===== src/rtl/imm_gen_pipe.sv =====
// Multi-lane RV32I immediate generator with a registered output stage and a
// one-entry skid register, so rename can stall decode without losing bundles.
module imm_gen_pipe #(
  parameter int FETCH_WIDTH = 2,
  parameter int IMM_WIDTH   = 32,
  parameter int CNT_WIDTH   = 16
) (
  input  logic                             clk,
  input  logic                             reset_n,
  input  logic                             flush,
  input  logic                             in_valid,
  output logic                             in_ready,
  input  logic [FETCH_WIDTH-1:0]           in_lane_valid,
  input  logic [FETCH_WIDTH*32-1:0]        in_instr,
  output logic                             out_valid,
  input  logic                             out_ready,
  output logic [FETCH_WIDTH*IMM_WIDTH-1:0] out_imm,
  output logic [FETCH_WIDTH*3-1:0]         out_fmt,
  output logic [FETCH_WIDTH-1:0]           out_illegal,
  output logic [CNT_WIDTH-1:0]             illegal_cnt
);

  typedef enum logic [1:0] {EMPTY, ONE, FULL} state_e;
  typedef enum logic [2:0] {
    FMT_R = 3'd0, FMT_I = 3'd1, FMT_S = 3'd2, FMT_B = 3'd3,
    FMT_U = 3'd4, FMT_J = 3'd5, FMT_NONE = 3'd7
  } fmt_e;

  state_e                           state_q;
  logic                             in_ready_q, out_valid_q;
  logic [FETCH_WIDTH*IMM_WIDTH-1:0] out_imm_q, skid_imm_q, imm_d;
  logic [FETCH_WIDTH*3-1:0]         out_fmt_q, skid_fmt_q, fmt_d;
  logic [FETCH_WIDTH-1:0]           out_ill_q, skid_ill_q, ill_d;
  logic [CNT_WIDTH-1:0]             cnt_q, cnt_d;
  logic                             acc, drn;

  function automatic logic [IMM_WIDTH-1:0] sext32(input logic [31:0] v);
    return IMM_WIDTH'($signed(v));
  endfunction

  always_comb begin
    logic [31:0]          ins;
    logic [IMM_WIDTH-1:0] imm;
    fmt_e                 fmt;
    logic                 ill;
    imm_d = '0;
    fmt_d = '0;
    ill_d = '0;
    ins   = '0;
    imm   = '0;
    fmt   = FMT_NONE;
    ill   = 1'b0;
    for (int unsigned i = 0; i < FETCH_WIDTH; i++) begin
      ins = in_instr[32*i +: 32];
      imm = '0;
      fmt = FMT_NONE;
      ill = 1'b0;
      if (in_lane_valid[i]) begin
        case (ins[6:0])
          7'b0110011: fmt = FMT_R;
          7'b0000011, 7'b1100111: begin
            fmt = FMT_I;
            imm = sext32({{20{ins[31]}}, ins[31:20]});
          end
          7'b0010011: begin
            fmt = FMT_I;
            // Shifts carry funct7 in the upper immediate bits; only the shamt survives.
            if (ins[13:12] == 2'b01)
              imm = (IMM_WIDTH == 64) ? IMM_WIDTH'(ins[25:20]) : IMM_WIDTH'(ins[24:20]);
            else
              imm = sext32({{20{ins[31]}}, ins[31:20]});
          end
          7'b0100011: begin
            fmt = FMT_S;
            imm = sext32({{20{ins[31]}}, ins[31:25], ins[11:7]});
          end
          7'b1100011: begin
            fmt = FMT_B;
            imm = sext32({{19{ins[31]}}, ins[31], ins[7], ins[30:25], ins[11:8], 1'b0});
          end
          7'b0110111, 7'b0010111: begin
            fmt = FMT_U;
            imm = sext32({ins[31:12], 12'h000});
          end
          7'b1101111: begin
            fmt = FMT_J;
            imm = sext32({{11{ins[31]}}, ins[31], ins[19:12], ins[20], ins[30:21], 1'b0});
          end
          default: ill = 1'b1;
        endcase
      end
      imm_d[IMM_WIDTH*i +: IMM_WIDTH] = imm;
      fmt_d[3*i +: 3]                 = fmt;
      ill_d[i]                        = ill;
    end
  end

  always_comb begin
    cnt_d = cnt_q;
    for (int unsigned i = 0; i < FETCH_WIDTH; i++) begin
      if (out_ill_q[i] && cnt_d != '1)
        cnt_d = cnt_d + CNT_WIDTH'(1);
    end
  end

  assign acc = in_valid & in_ready_q;
  assign drn = out_valid_q & out_ready;

  always_ff @(posedge clk or negedge reset_n) begin
    if (!reset_n) begin
      state_q     <= EMPTY;
      in_ready_q  <= 1'b1;
      out_valid_q <= 1'b0;
      out_imm_q   <= '0;
      out_fmt_q   <= '0;
      out_ill_q   <= '0;
      skid_imm_q  <= '0;
      skid_fmt_q  <= '0;
      skid_ill_q  <= '0;
      cnt_q       <= '0;
    end else if (flush) begin
      state_q     <= EMPTY;
      in_ready_q  <= 1'b1;
      out_valid_q <= 1'b0;
    end else begin
      case (state_q)
        EMPTY: if (acc) begin
          out_imm_q   <= imm_d;
          out_fmt_q   <= fmt_d;
          out_ill_q   <= ill_d;
          out_valid_q <= 1'b1;
          state_q     <= ONE;
        end
        ONE: begin
          if (drn) cnt_q <= cnt_d;
          if (acc && drn) begin
            out_imm_q <= imm_d;
            out_fmt_q <= fmt_d;
            out_ill_q <= ill_d;
          end else if (acc) begin
            skid_imm_q <= imm_d;
            skid_fmt_q <= fmt_d;
            skid_ill_q <= ill_d;
            in_ready_q <= 1'b0;
            state_q    <= FULL;
          end else if (drn) begin
            out_valid_q <= 1'b0;
            state_q     <= EMPTY;
          end
        end
        FULL: if (drn) begin
          cnt_q      <= cnt_d;
          out_imm_q  <= skid_imm_q;
          out_fmt_q  <= skid_fmt_q;
          out_ill_q  <= skid_ill_q;
          in_ready_q <= 1'b1;
          state_q    <= ONE;
        end
        default: begin
          state_q     <= EMPTY;
          in_ready_q  <= 1'b1;
          out_valid_q <= 1'b0;
        end
      endcase
    end
  end

  assign in_ready    = in_ready_q;
  assign out_valid   = out_valid_q;
  assign out_imm     = out_imm_q;
  assign out_fmt     = out_fmt_q;
  assign out_illegal = out_ill_q;
  assign illegal_cnt = cnt_q;

endmodule


===== config.mk =====
export PLATFORM = sky130hd
export DESIGN_NAME = imm_gen_pipe
export DESIGN_NICKNAME = d
export VERILOG_FILES = /design/src/rtl/imm_gen_pipe.sv
export SDC_FILE = /design/constraint.sdc
export NUM_CORES = 1
export LEC_CHECK = 0
export ABC_AREA = 1
export BUFFER_PORTS_ARGS = -buffer_cell sky130_fd_sc_hd__buf_4
export CAP_MARGIN = 20
export CORE_ASPECT_RATIO = 1.2
export CORE_MARGIN = 2
export CORE_UTILIZATION = 45
export CTS_BUF_LIST = sky130_fd_sc_hd__clkbuf_4 sky130_fd_sc_hd__clkbuf_8
export CTS_CLUSTER_DIAMETER = 30
export DETAILED_ROUTE_END_ITERATION = 8
export PLACE_DENSITY = 0.66
export SETUP_SLACK_MARGIN = 0.05
export SLEW_MARGIN = 20
export SYNTH_ARGS = -nofsm -noshare
export SYNTH_HDL_FRONTEND = slang
export SYNTH_SLANG_ARGS = --single-unit

===== constraint.sdc =====
create_clock -name clk -period 2.38 [get_ports clk]
set_input_delay 0.238 -clock clk [delete_from_list [all_inputs] [get_ports clk]]
set_output_delay 0.238 -clock clk [all_outputs]
set_load 0.005 [all_outputs]

Yosys cells after proc, flatten, opt, wreduce, memory -nomap -nowiden
Index checks and enable logic that the tools add are counted.

Mux-type cells: 46. Reductions and logical operators: 20. Equality and inequality tests: 36. Add/subtract/negate cells: 2. Bitwise logic cells: 4.

Operators with widths (count): $pmux W32 S6 (2); $mux W64 (3); $pmux W64 S3 (1); $mux W32 (4); $eq A7 B6 Y1 const B (6); $eq A7 B7 Y1 const B (6); $pmux W3 S6 (2); $add A16 B1 Y16 const B (2); $mux W16 (2); $ne A16 B16 Y1 const B (2); $eq A7 B5 Y1 const B (4); $mux W2 (9); $mux W6 (3); $ne A3 B3 Y1 const B (6); $pmux W6 S3 (1); $reduce_or A9 Y1 (2); $eq A7 B2 Y1 const B (2); $mux W1 (13); $pmux W2 S3 (2); $reduce_and A4 Y1 (3); $ne A2 B2 Y1 const B (5); $reduce_and A5 Y1 (2); $reduce_or A2 Y1 (5); $eq A2 B1 Y1 const B (3); 11 further kinds (18).

Flip-flop bits (word level): 164. Input bits: 71. Word-level logic and storage cells: 118.

Depth between registers and ports, before layout
Depth after elaboration: 6. Mapped depth: 18. Mapped depth without buffers: 18.

Worst setup path before layout
Ideal clock, no wire load.

Path kind: reg-to-reg. Start: register cnt_q[0], in the netlist illegal_cnt[0]. End: register cnt_q[15], in the netlist illegal_cnt[15]. Slack: 194 ps. Arrival time: 2069 ps. Path buffers: 1. Library setup time: 117 ps. Stages on the path, launching flop included: 18. Data required time: 2263 ps. Clock period less this slack: 2186 ps. Cell sequence: dfrtp_1 -> ha_1 -> inv_2 -> nor2_4 -> nand2_4 -> nor2_4 -> nor2_2 -> buf_6 -> nand2_1 -> nand2_1 -> nor2_2 -> nand2_2 -> nor2_2 -> nand3_2 -> nand3_1 -> nand2_1 -> nand2_1 -> nand2_1.

Longest elaborated chain between the ends: 6. Elaborated cells between the ends (all ways): 8. Those cells by class: add/sub (2); eq/ne (2); mux (2); reduce/logical (2).

RTL lines: from (decl) (RTL line 34) `logic [CNT_WIDTH-1:0] cnt_q, cnt_d;`; from (signal assigned) (RTL line 135) `if (drn) cnt_q <= cnt_d;`; from (signal assigned) (RTL line 152) `cnt_q <= cnt_d;`; parallel branches: the longest is 2 deep, another holds $add A16 B1 Y16; $mux W16 (*) (RTL line 101) `if (out_ill_q[i] && cnt_d != '1)`; parallel branches: the longest is 2 deep, another holds $add A16 B1 Y16; $mux W16 (*) (RTL line 101).

Every way passes the cells marked *. A chain may end at the register's enable or synchronous reset.

Worst setup path in the final report
Start: register cnt_q[1], in the netlist illegal_cnt[1]. End: register cnt_q[6], in the netlist illegal_cnt[6].

Same word-level chain as after synthesis.

==> out/metrics.yaml <==
drt:
  wl_per_cell_um: 15.1
  vias: 9182
  via_per_inst: 5.21
  dr.pass1.iters: 5
  antenna_left: 0
  drc: 0
  wirelength_um: 26600
  drt_iter0_markers: 579
timing:
  fin_skew_ns: 0.0142
  fin_ws_ns: 0.0612
  rsz0062_at_grt: "yes"
  hold_viol: 0
  fmaxAchievable_ghz: 0.431
  period_share_pct: 97.4
  finalSetupViolCount: 0
  fin_crit_ns: 2.32
  tightest_slew_ns: 0.867
  final_max_slew_viol_count: 0
  worst_hold_slack_ns: 0.0700
  fin_tns_setup_ns: 0
  slew_headroom_pct: 42.2
place:
  gp_congestion: 0.912
  hpwlAfterDp_um: 18700
  dp.cells: 1719
  port_buffers: 160
  pre_cts_ws_ns: -0.00343
floorplan:
  core_area_um2: 20100
  die_area_um2: 21500
  dieHeight_um: 160
  num_rows: 57
  initial_core_util_pct: 45.6
  ioPinCount: 161
  die-width_um: 134
power:
  leakagePower_uw: 0.00606
  pwr_density_cell_nw_per_um2: 886
  ir_worst_vdd_v: 0.000364
setup_path:
  crit_path_end_kind: "flip-flop"
  cp_data_required_time_ns: 2.74
  critPathArrivalTime_ns: 2.68
  crit-reg2reg-launch: "illegal_cnt[1]"
  ff2ff_path_depth: 17
  cp_max_fo: 11
  startpoint: "illegal_cnt[1]"
  r2r_slack_ns: 0.06
  worstSetupPathType: "flip-flop to flip-flop"
  r2r-end: "illegal_cnt[6]"
  worstSetupEndpoint: "illegal_cnt[6]"
  start_kind: "flip-flop"
clock_network:
  cts.htree.levels: 4
  cts_root_buf: "clkbuf_8"
  clk_latency_ns: 0.47
  clk_path_buf_depth: 2
  cts_inserted_buffers: 17
  path_clk_slew_ns: 0.11
  cts_tree: "done"
  cts.sinks: 164
logic_synthesis:
  synthCells: 1299
  syn-num-nets: 1375
  synth_seq_cells: 164
  synth.area.top_cells: "dfrtp_1, nand2_1, o21ai_0, nor2_1, inv_1"
  yosysTopAreaCellShare_pct: 44.5
  synth.distinct_cells: 45
  syn_area_um2: 9160
  ys_seq_area_share_pct: 44.8
  yosysTopAreaCell: "dfrtp_1"
  ys_warn_count: 0
  syn_area_per_cell_um2: 7.05
grt:
  track_usage_pct: 24.9
  grt_pass1_wl_um: 42900
  grt_max_degree: 84
  antenna_found_initial: 0
  grt_pass1_vias: 8703
  overflow: 0
worst_hold_path:
  hp-class: "input pin to flip-flop"
cells_and_area:
  final-instance-count-excl-fill: 1764
  layout_common_cells: "nand2_1, buf_4, dfrtp_1, o21ai_0, nor2_1"
  final_common_cell: "nand2_1"
  drive_gt1_share_pct: 24.3
  area_delta_synth_final_pct: 27.4
  n_antenna_cell: 0
  fin_util_pct: 58.1
  nNetsFinal: 1562
flow_run:
  maxCapViolations: 0
outcome:
  outcome: "completed"
power breakdown:
group          switching (uW)  internal (uW)
combinational            2420           1910
clock                    1240            797
sequential                510           3470
timing repair:
action	in CTS	in global routing
hold buffers	1	0
gates resized for setup	2	69
setup endpoints to repair	15	20
pin swaps	1	31
setup buffers	1	11
cloned	0	0
hold endpoints to repair	46	0
flip-flops by register name, summed over array words and instances, names as in the netlist:
signal and cells:
out_imm 64, skid_imm_q 64, state_q 2, out_fmt 6, skid_fmt_q 6, out_illegal 2
skid_ill_q 2, out_valid 1, in_ready 1, illegal_cnt 16
area by class of cell:
cell class                      count  area (um^2)
Tap cell                          265          332
Clock inverter                     15          155
Inverter                           95          359
Timing Repair Buffer              227         1790
Sequential cell                   164         4110
Multi-Input combinational cell    981         4700
Clock buffer                       17          234
Fill cell                        1963         8430
cell families (layout without fill, tap and decap cells):
kind of cell / count (synthesis) / count (layout) / share of synthesized area, %
buffers and inverters: 154 / 354 / 6.61
XOR/XNOR: 5 / 5 / 0.478
flip-flops: 164 / 164 / 44.8
adder cells (fa/ha/maj): 5 / 5 / 0.683
AO/OA/AOI/OAI: 244 / 244 / 14.4
AND/OR/NAND/NOR: 727 / 727 / 33.1
cell usage after synthesis, drive strengths merged:
| cell | instances |
|---|---|
| nand3 | 63 |
| nor4 | 2 |
| nand4 | 16 |
| nor2 | 116 |
| clkbuf | 43 |
| o221ai | 1 |
| nor3 | 10 |
| a311oi | 1 |
| nor3b | 1 |
| o22ai | 3 |
| dfstp | 1 |
| ha | 5 |
| o21a | 8 |
| nand3b | 1 |
| inv | 93 |
| dfrtp | 163 |
| a2111o | 1 |
| a21boi | 1 |
| a211oi | 2 |
| o21ai | 156 |
| o211ai | 8 |
| nand2 | 516 |
| a21oi | 62 |
| xnor2 | 2 |
| or2 | 2 |
| xor2 | 3 |
| clkinv | 2 |
| a2bb2oi | 1 |
| buf | 16 |
layer usage:
metal  part of all wire (%)  vias up  global-route usage, %
met5                      0        -                      0
met4                    2.8        0                   8.80
met3                    5.0       44                   5.02
met2                     49      229                   42.5
met1                     43     4358                   31.5
li1                       -     4551                      -
worst min-delay path by stage:
stage | endpoint | start | slack (ns) | depth (start not counted)
5_1_grt | skid_imm_q[37] | in_instr[57] | 0.06 | 3
6_report | skid_imm_q[41] | in_instr[61] | 0.07 | 3
3_3_place_gp | out_valid | reset_n | 0.24 | 1
2_1_floorplan | illegal_cnt[0] | reset_n | -0.06 | 0
4_1_cts | skid_imm_q[41] | in_instr[61] | 0.04 | 3
3_5_place_dp | skid_imm_q[33] | reset_n | 0.24 | 1
critical path, cell delays in order (launching register included):
cell and delay (ns):
dfrtp_1 0.39, ha_2 0.20, inv_2 0.05, nor2_4 0.19, nand2_4 0.10, nor2_4 0.10
nor2_2 0.06, buf_12 0.15, nand2_1 0.08, nand2_2 0.09, nor2_4 0.12, nand2_4 0.10
nor2_4 0.18, nand3_4 0.14, nand2_2 0.10, nand2_1 0.05, nand3_1 0.07, nand2_1 0.06
through the flow:
stage	power [uW]	area, um^2
after detailed placement	8070	11000
after global placement	8010	11000
after global routing	11100	11700
final	10300	11700
after CTS	10100	11400
after floorplan	6100	9160
No activity file was read; power rests on OpenSTA's default activity.
